===== config.mk =====
export PLATFORM = sky130hd
export DESIGN_NAME = display_scan_controller
export DESIGN_NICKNAME = d
export VERILOG_FILES = /design/src/rtl/display_scan_controller.sv
export SDC_FILE = /design/constraint.sdc
export NUM_CORES = 1
export LEC_CHECK = 0
export ABC_AREA = 1
export CAP_MARGIN = 10
export CORE_MARGIN = 2
export CORE_UTILIZATION = 25
export DETAILED_ROUTE_END_ITERATION = 8
export GPL_TIMING_DRIVEN = 0
export SKIP_CTS_REPAIR_TIMING = 1
export SKIP_LAST_GASP = 1
export SYNTH_ARGS = -nofsm -noshare
export SYNTH_HDL_FRONTEND = slang
export SYNTH_SLANG_ARGS = --single-unit
export TNS_END_PERCENT = 50

===== constraint.sdc =====
create_clock -name clk -period 1.76 [get_ports clk]
set_input_delay 0.352 -clock clk [delete_from_list [all_inputs] [get_ports clk]]
set_output_delay 0.352 -clock clk [all_outputs]
set_load 0.05 [all_outputs]

===== src/rtl/display_scan_controller.sv =====
// Four-digit time-multiplexed scanner for a 7-segment decoder.
// A loaded value waits in a shadow register and is committed only at a frame wrap, so frames never tear.
module display_scan_controller #(
    parameter int CLK_DIV  = 50000,
    parameter bit BLANK_LZ = 1'b1
) (
    input  logic        clk,
    input  logic        rst_n,
    input  logic        load_valid,
    output logic        load_ready,
    input  logic [15:0] load_value,
    output logic [3:0]  hex_digit,
    output logic [3:0]  digit_sel_n,
    output logic        blank,
    output logic        frame_start
);

    localparam int PW = (CLK_DIV > 2) ? $clog2(CLK_DIV) : 1;
    localparam logic [PW-1:0] PRESC_MAX = PW'(CLK_DIV - 1);

    logic [PW-1:0] presc;
    logic [1:0]    idx;
    logic [15:0]   disp_reg;
    logic [15:0]   shadow;
    logic          pending;

    logic          tick;
    logic          wrap;
    logic          xfer;

    assign tick = (presc == PRESC_MAX);
    assign wrap = tick && (idx == 2'd3);

    // Handshake: a value transfers on any rising edge where load_valid && load_ready.
    // load_ready is simply ~pending, so it never depends on load_valid and offers
    // made while it is low are dropped rather than queued.
    assign load_ready = ~pending;
    assign xfer       = load_valid && !pending;

    always_ff @(posedge clk or negedge rst_n) begin
        if (!rst_n) begin
            presc <= '0;
            idx   <= 2'd0;
        end else begin
            presc <= tick ? '0 : presc + 1'b1;
            if (tick) begin
                idx <= idx + 2'd1;
            end
        end
    end

    always_ff @(posedge clk or negedge rst_n) begin
        if (!rst_n) begin
            frame_start <= 1'b0;
        end else begin
            frame_start <= wrap;
        end
    end

    // Transfer requires pending=0 and commit requires pending=1, so the two never
    // collide; a transfer on the wrap edge therefore commits one frame later.
    always_ff @(posedge clk or negedge rst_n) begin
        if (!rst_n) begin
            shadow   <= 16'h0000;
            disp_reg <= 16'h0000;
            pending  <= 1'b0;
        end else if (xfer) begin
            shadow  <= load_value;
            pending <= 1'b1;
        end else if (wrap && pending) begin
            disp_reg <= shadow;
            pending  <= 1'b0;
        end
    end

    logic [3:0] nib [4];
    logic [3:0] lz_blank;
    logic       cur_blank;

    // lz_blank[i] means nibble i and every nibble above it are zero; digit 0 always lights.
    always_comb begin
        for (int i = 0; i < 4; i++) begin
            nib[i] = disp_reg[4*i +: 4];
        end
        lz_blank    = 4'b0000;
        lz_blank[3] = BLANK_LZ && (nib[3] == 4'h0);
        lz_blank[2] = lz_blank[3] && (nib[2] == 4'h0);
        lz_blank[1] = lz_blank[2] && (nib[1] == 4'h0);
        lz_blank[0] = 1'b0;
    end

    always_comb begin
        cur_blank = lz_blank[idx];
        blank     = cur_blank;
        if (cur_blank) begin
            hex_digit   = 4'h0;
            digit_sel_n = 4'b1111;
        end else begin
            hex_digit   = nib[idx];
            digit_sel_n = ~(4'b0001 << idx);
        end
    end

endmodule

==> metrics.md, run 1 <==
| Metric | Value |
|---|---|
| Outcome | finished, violations left |
| Failing checks | setup timing |
| Flop pwr share | 0.612 |
| Buffers on Ports | 29 |
| WL/cell | approximately 12 um |
| Asr flop ratio synth | 1.000 |
| Switching Fraction | 0.2271 |
| Commonest non-fill, non-tap cell in the layout | nand2_1 |
| Syn_nets | between 300 and 400 |
| Fill cell instance count of the final layout | between 1k and 1.5k |
| Congestion Overflow GR | 0 |
| DP HPWL | ~4200 um |
| Post-synthesis cell area | about 2600 um2 |
| Root Driver | clkbuf_8 |
| Int Pwr | about 1.6 mW |
| Vias per inst | 4.382 |
| Routed WL | 5498 um |
| Via count | 2055 |
| Antenna violations before repair | 0 |
| Ports | 30 |
| Crit Path Class | register to output port |
| Part of the power in the clock network | 0.342 |
| Final period utilization | 1.066 |
| P_sw | 461.1 uW |
| Commonest cells after routing, fill and taps aside | nand2_1, dfrtp_1, nor2_1 |
| RSZ-0062 raised after global routing | true |
| # rows | 37 |
| ANT cells | 0 |
| Share of layout cells above drive strength 1 | 0.2162 |
| Clock Tree Buf Depth | 2 |
| Synth Register Bits | 52 |
| Area Overhead vs Synth | 25.60% |
| Placer Congestion | a little over 0.8 |
| Slowest CP cell | dfrtp_2 |
| Vias in the first global route | 1991 |
| Max Slew Vio Count | 0 |
| Post-synthesis cell type count | 24 |
| Syn Inst Count | between 200 and 300 |
| Initial DRC Count | 65 |
| TritonCTS clock tree | yes |
| Placed Area | between 3000 and 4000 um2 |
| Fin Setup TNS | -0.8558 ns |
| Drt pass-1 iters | 4 |
| Max-Cap Viols | 0 |
| Final hold violation count | 0 |
| H-tree Lvls | 2 |
| CP max stage delay | between 0.4 and 0.5 ns |
| Hold Crit Class | input port to asynchronous set/reset pin |
| # clock sinks | 52 |
| Post-route DRC | 0 |
| GRT Total Usage | 0.1036 |
| Min Clock Period, post-route | 1.876 ns |
| Placed Instances | between 400 and 500 |
| Critical-path cell list | ha_1, buf_6, clkbuf_8, nand2_2, buf_8 |
| Top_reg_cell synth | dfrtp_1 |
| Worst skew pair latency | approximately 0.31 ns |
| Number of synthesized flops with an enable pin | 0 |
| Worst-margin pin slew | approximately 0.56 ns |
| CTS Buf Count | 5 |
| Critical-path maximum fanout | 10 |
| Setup violations, final | 10 |
| CTS clk-pin slew, worst paths | ~0.10 ns |
| Starting Density | 0.2551 |
| Avg Cell Area, Syn | approximately 9.1 um2 |
| Slew HR | 0.6291 |
| Width of the die | roughly 110 um |
| Pin count of the biggest net entering global routing | 31 |
| PnR worst setup slack | -0.1156 ns |
| Arr. time, crit path | roughly 1.5 ns |
| Leakage | 1.651 nW |
| Area of the core | 10230 um2 |
| Max Clock Skew | 0.006190 ns |
| Final cell count without fillers | about 470 |
| Cell area after layout | roughly 3300 um2 |
| Combinational fraction of design power | 0.047 |
| Register area share after synthesis | 0.4986 |
| WP data required | roughly 1.4 ns |
| Fmax achieved | ~530 MHz |
| Nets | 356 |
| First-pass GRT wire length | approximately 9500 um |
| Hold Worst Slack | about 0.023 ns |
| Peak supply drop | 0.3119 mV |
| Power per cell area | between 600 and 700 nW/um2 |
| Startpoint types | register |
| DRT antenna net count | 0 |
| Die footprint | roughly 11000 um2 |
| Yosys warnings | 0 |
| Crit. End Element | output port |
| Die height | around 110 um |
## area by class of cell
type / instances / area [um2] / area share
clock buffers: 6 / 72.57 / 0.02214
inverters: 31 / 116.4 / 0.03550
multi-input cells: 195 / 1120 / 0.3416
repair buffers: 38 / 370.4 / 0.1130
flip-flops and latches: 52 / 1304 / 0.3977
clock inverters: 2 / 16.27 / 0.004962
plain buffers: 9 / 108.9 / 0.03321
well taps: 136 / 170.2 / 0.05191
## per-stage QoR
stage          utilization  worst slack (ns)  power, mW
2_1_floorplan            -           -0.1648      1.287
3_3_place_gp        0.3007            -1.218      1.357
3_5_place_dp        0.3022           -0.6775      1.365
4_1_cts             0.3109            -1.016      2.063
5_1_grt             0.3204           -0.2116      2.129
6_report            0.3204           -0.1156      2.030
## cells by family (layout without fill, tap and decap cells)
kind of cell             count (synthesis)  count (layout)  synth area share
XOR/XNOR                                 7               7           0.02349
buffers and inverters                   40              86           0.08389
AND/OR/NAND/NOR                        146             146            0.2574
flip-flops                              52              52            0.4986
multiplexers                            16              16           0.06903
AO/OA/AOI/OAI                           21              21           0.04363
adder cells (fa/ha/maj)                  5               5           0.02397
## power by group through the flow
| stage | logic (mW) | clock network, mW | registers, mW |
|---|---|---|---|
| 4_1_cts | 0.0984 | 0.722 | 1.24 |
| 5_1_grt | 0.107 | 0.776 | 1.25 |
| 3_5_place_dp | 0.0982 | 0 | 1.27 |
| 3_3_place_gp | 0.0917 | 0 | 1.27 |
| 6_report | 0.0947 | 0.694 | 1.24 |
| 2_1_floorplan | 0.0273 | 0 | 1.26 |
## cells in the mapped netlist, types with 2 or more instances
master	n	share of area
o22ai_1	3	0.0072
clkbuf_8	3	0.016
dfrtp_1	52	0.50
inv_1	30	0.043
xor2_1	7	0.023
nand3_1	11	0.021
buf_6	5	0.022
nor2_1	37	0.053
nand2_2	2	0.0048
nand3_2	2	0.0077
nor3_1	6	0.012
nand2_1	66	0.095
ha_1	5	0.024
a21oi_1	2	0.0038
nand4_1	17	0.041
o21ai_0	14	0.027
nor2_4	3	0.013
mux2_2	16	0.069
## worst paths after layout
check,cells after the start,to,slack (ns),startpoint
max,5,digit_sel_n[3],-0.12,idx[1]$_DFFE_PN0N_
min,1,presc[11]$_DFF_PN0_,0.02,rst_n
max reg2reg,8,presc[10]$_DFF_PN0_,0.17,presc[0]$_DFF_PN0_
min reg2reg,1,presc[0]$_DFF_PN0_,0.49,presc[0]$_DFF_PN0_
max in group asynchronous,2,idx[0]$_DFFE_PN0N_,1.18,rst_n
min in group clk,1,presc[0]$_DFF_PN0_,0.49,presc[0]$_DFF_PN0_
## critical path: cells and delay by family, from the launching register on
family | cells | cell delay, ns
fa+ha+maj | 1 | 0.21
buf+inv | 3 | 0.46
flops | 1 | 0.46
simple gates | 1 | 0.09
## per-layer routing
layer | part of all wire | vias up | global-route usage
met1 | 0.47 | 981 | 0.1378
met3 | 0.043 | 9 | 0.02330
met4 | 0.013 | 0 | 0.02726
li1 | - | 1018 | -
met2 | 0.48 | 47 | 0.1699
met5 | 0 | - | 0
Note: power is estimated with default switching activity, not from simulation.
==> run 2, diff against run 1 <==
Settings changed: ABC_CLOCK_PERIOD_IN_PS set to 1760.
==> results of run 2 <==
No change in the layout: final DEF, timing and power equal those of run 1.
==> run 3, diff against run 2 <==
Settings changed: CORE_UTILIZATION 25 to 56, PLACE_DENSITY set to 0.8.
==> run 3 against run 2 <==
  * The run ends with hold timing, setup timing left
  * Final area fell by 4.5%
  * Clock skew rose by 0.00066 ns
  * Sequential cell count did not move
  * Clock-buffer cell count did not move
  * Hold slack got worse by 0.044 ns
  * Cell count fell by 19%
  * Setup slack got worse by 0.013 ns
  * Sequential share of layout area rose by 1.9 points
  * First-iteration DRC count rose by 110%
  * Via count fell by 0.49%
  * Critical endpoint is now hex_digit[1]
  * Largest power group unchanged
==> metrics.md, run 3 (synthesis gave the netlist of run 1 again) <==
| Metric | Value |
|---|---|
| H-tree Lvls | 2 |
| Clock Tree Buf Depth | 2 |
| Max-Cap Viols | 0 |
| Vias per inst | 5.382 |
| Starting Density | 0.5913 |
| Startpoint types | register |
| Antenna violations before repair | 0 |
| Commonest non-fill, non-tap cell in the layout | nand2_1 |
| Root Driver | clkbuf_8 |
| # rows | 24 |
| Initial DRC Count | between 100 and 150 |
| Cell area after layout | approximately 3100 um2 |
| CTS Buf Count | 5 |
| DP HPWL | between 3000 and 4000 um |
| Post-route DRC | 0 |
| WL/cell | 13.63 um |
| Multi-input combinational cell area | 1121 um2 |
| TritonCTS clock tree | yes |
| Fmax achieved | approximately 530 MHz |
| Peak supply drop | 0.5585 mV |
| WP data required | 1.41 ns |
| Power per cell area | 631.0 nW/um2 |
| Area of the core | between 4000 and 5000 um2 |
| Placer Congestion | approximately 0.88 |
| RSZ-0062 raised after global routing | true |
| Drt pass-1 iters | 4 |
| Hold Crit Class | input port to asynchronous set/reset pin |
| Final hold violation count | 18 |
| Fill cell instance count of the final layout | about 330 |
| # clock sinks | 52 |
| Ports | 30 |
| Worst-margin pin slew | approximately 0.5 ns |
| Commonest cells after routing, fill and taps aside | nand2_1, dfrtp_1, nor2_1 |
| CTS clk-pin slew, worst paths | 0.09 ns |
| Via count | roughly 2.0k |
| Hold Worst Slack | -0.02050 ns |
| GRT Total Usage | 0.2169 |
| Critical-path maximum fanout | 5 |
| Placed Instances | roughly 370 |
| Pin count of the biggest net entering global routing | 35 |
| Placed Area | about 3000 um2 |
| Buffers on Ports | 29 |
| Final period utilization | 1.073 |
| Setup violations, final | 10 |
| Final cell count without fillers | 380 |
| DRT antenna net count | 0 |
| Share of layout cells above drive strength 1 | 0.1982 |
| Die footprint | about 5200 um2 |
| First-pass GRT wire length | 8735 um |
| Vias in the first global route | around 2k |
| Leakage | ~1.6 nW |
| Reg area | about 1300 um2 |
| Crit Path Class | register to output port |
| Congestion Overflow GR | 0 |
| PnR worst setup slack | -0.1285 ns |
| Width of the die | ~72 um |
| Max Clock Skew | 0.006845 ns |
| Max Slew Vio Count | 0 |
| Crit. End Element | output port |
| Outcome | finished, violations left |
| Nets | roughly 350 |
| ANT cells | 0 |
| Min Clock Period, post-route | about 1.9 ns |
| Failing checks | hold timing, setup timing |
| Worst skew pair latency | about 0.3 ns |
| Arr. time, crit path | approximately 1.5 ns |
| Slew HR | 0.6658 |
| Area Overhead vs Synth | 19.89% |
| Die height | around 72 um |
| Routed WL | slightly above 5000 um |
==> run 3: per-layer routing <==
layer / GRT usage / routed length (um) / vias to the layer above
met1: 0.2966 / 2367 / 982
met3: 0.04583 / 210 / 6
met5: 0 / 0 / -
li1: - / - / 1014
met4: 0.08595 / 71 / 0
met2: 0.3405 / 2530 / 43
==> run 3: worst paths after layout <==
path | from | end | slack, ns | cells past startpoint
setup / recovery | idx[0]$_DFFE_PN0N_ | hex_digit[1] | -0.13 | 6
hold / removal | rst_n | presc[9]$_DFF_PN0_ | -0.02 | 1
setup reg to reg | presc[0]$_DFF_PN0_ | presc[14]$_DFF_PN0_ | 0.19 | 7
hold reg to reg | presc[0]$_DFF_PN0_ | presc[0]$_DFF_PN0_ | 0.49 | 1
max in group asynchronous | rst_n | shadow[0]$_DFFE_PN0P_ | 1.26 | 2
min in group clk | presc[0]$_DFF_PN0_ | presc[0]$_DFF_PN0_ | 0.49 | 1
==> run 3: area by class of cell <==
type	count	share of cell area
inverters	31	0.03838
clock inverters	1	0.001599
flip-flops and latches	52	0.4166
repair buffers	35	0.1108
well taps	52	0.02079
plain buffers	8	0.03039
multi-input cells	195	0.3583
clock buffers	6	0.02319
==> run 3: worst max-delay path, cell delays in order, from the launching register on <==
cell     delay (ns)
dfrtp_2        0.44
inv_1          0.09
nor2_1         0.05
nor2_1         0.14
o21ai_0        0.12
o21ai_1        0.15
buf_4          0.24
==> run 3: stage by stage <==
| step | hold WS, ns | total power [mW] | utilization | worst slack, ns | TNS, ns |
|---|---|---|---|---|---|
| after CTS | -0.01160 | 1.994 | 0.6942 | -0.9979 | -8.567 |
| after detailed placement | 0.3220 | 1.363 | 0.6766 | -0.6468 | -4.996 |
| after global routing | 0.006179 | 2.057 | 0.7089 | -0.1832 | -1.416 |
| after floorplan | 0.05641 | 1.287 | - | -0.1648 | -0.3742 |
| final | -0.02050 | 1.975 | 0.7089 | -0.1285 | -0.6753 |
| after global placement | 0.4675 | 1.355 | 0.6732 | -1.146 | -64.06 |
==> run 3: power by group <==
part	leakage (nW)	switching (mW)	internal (mW)
Combinational	0.897	0.0348	0.0600
Sequential	0.689	0.0168	1.23
Clock	0.0410	0.367	0.271
Total	1.63	0.418	1.56
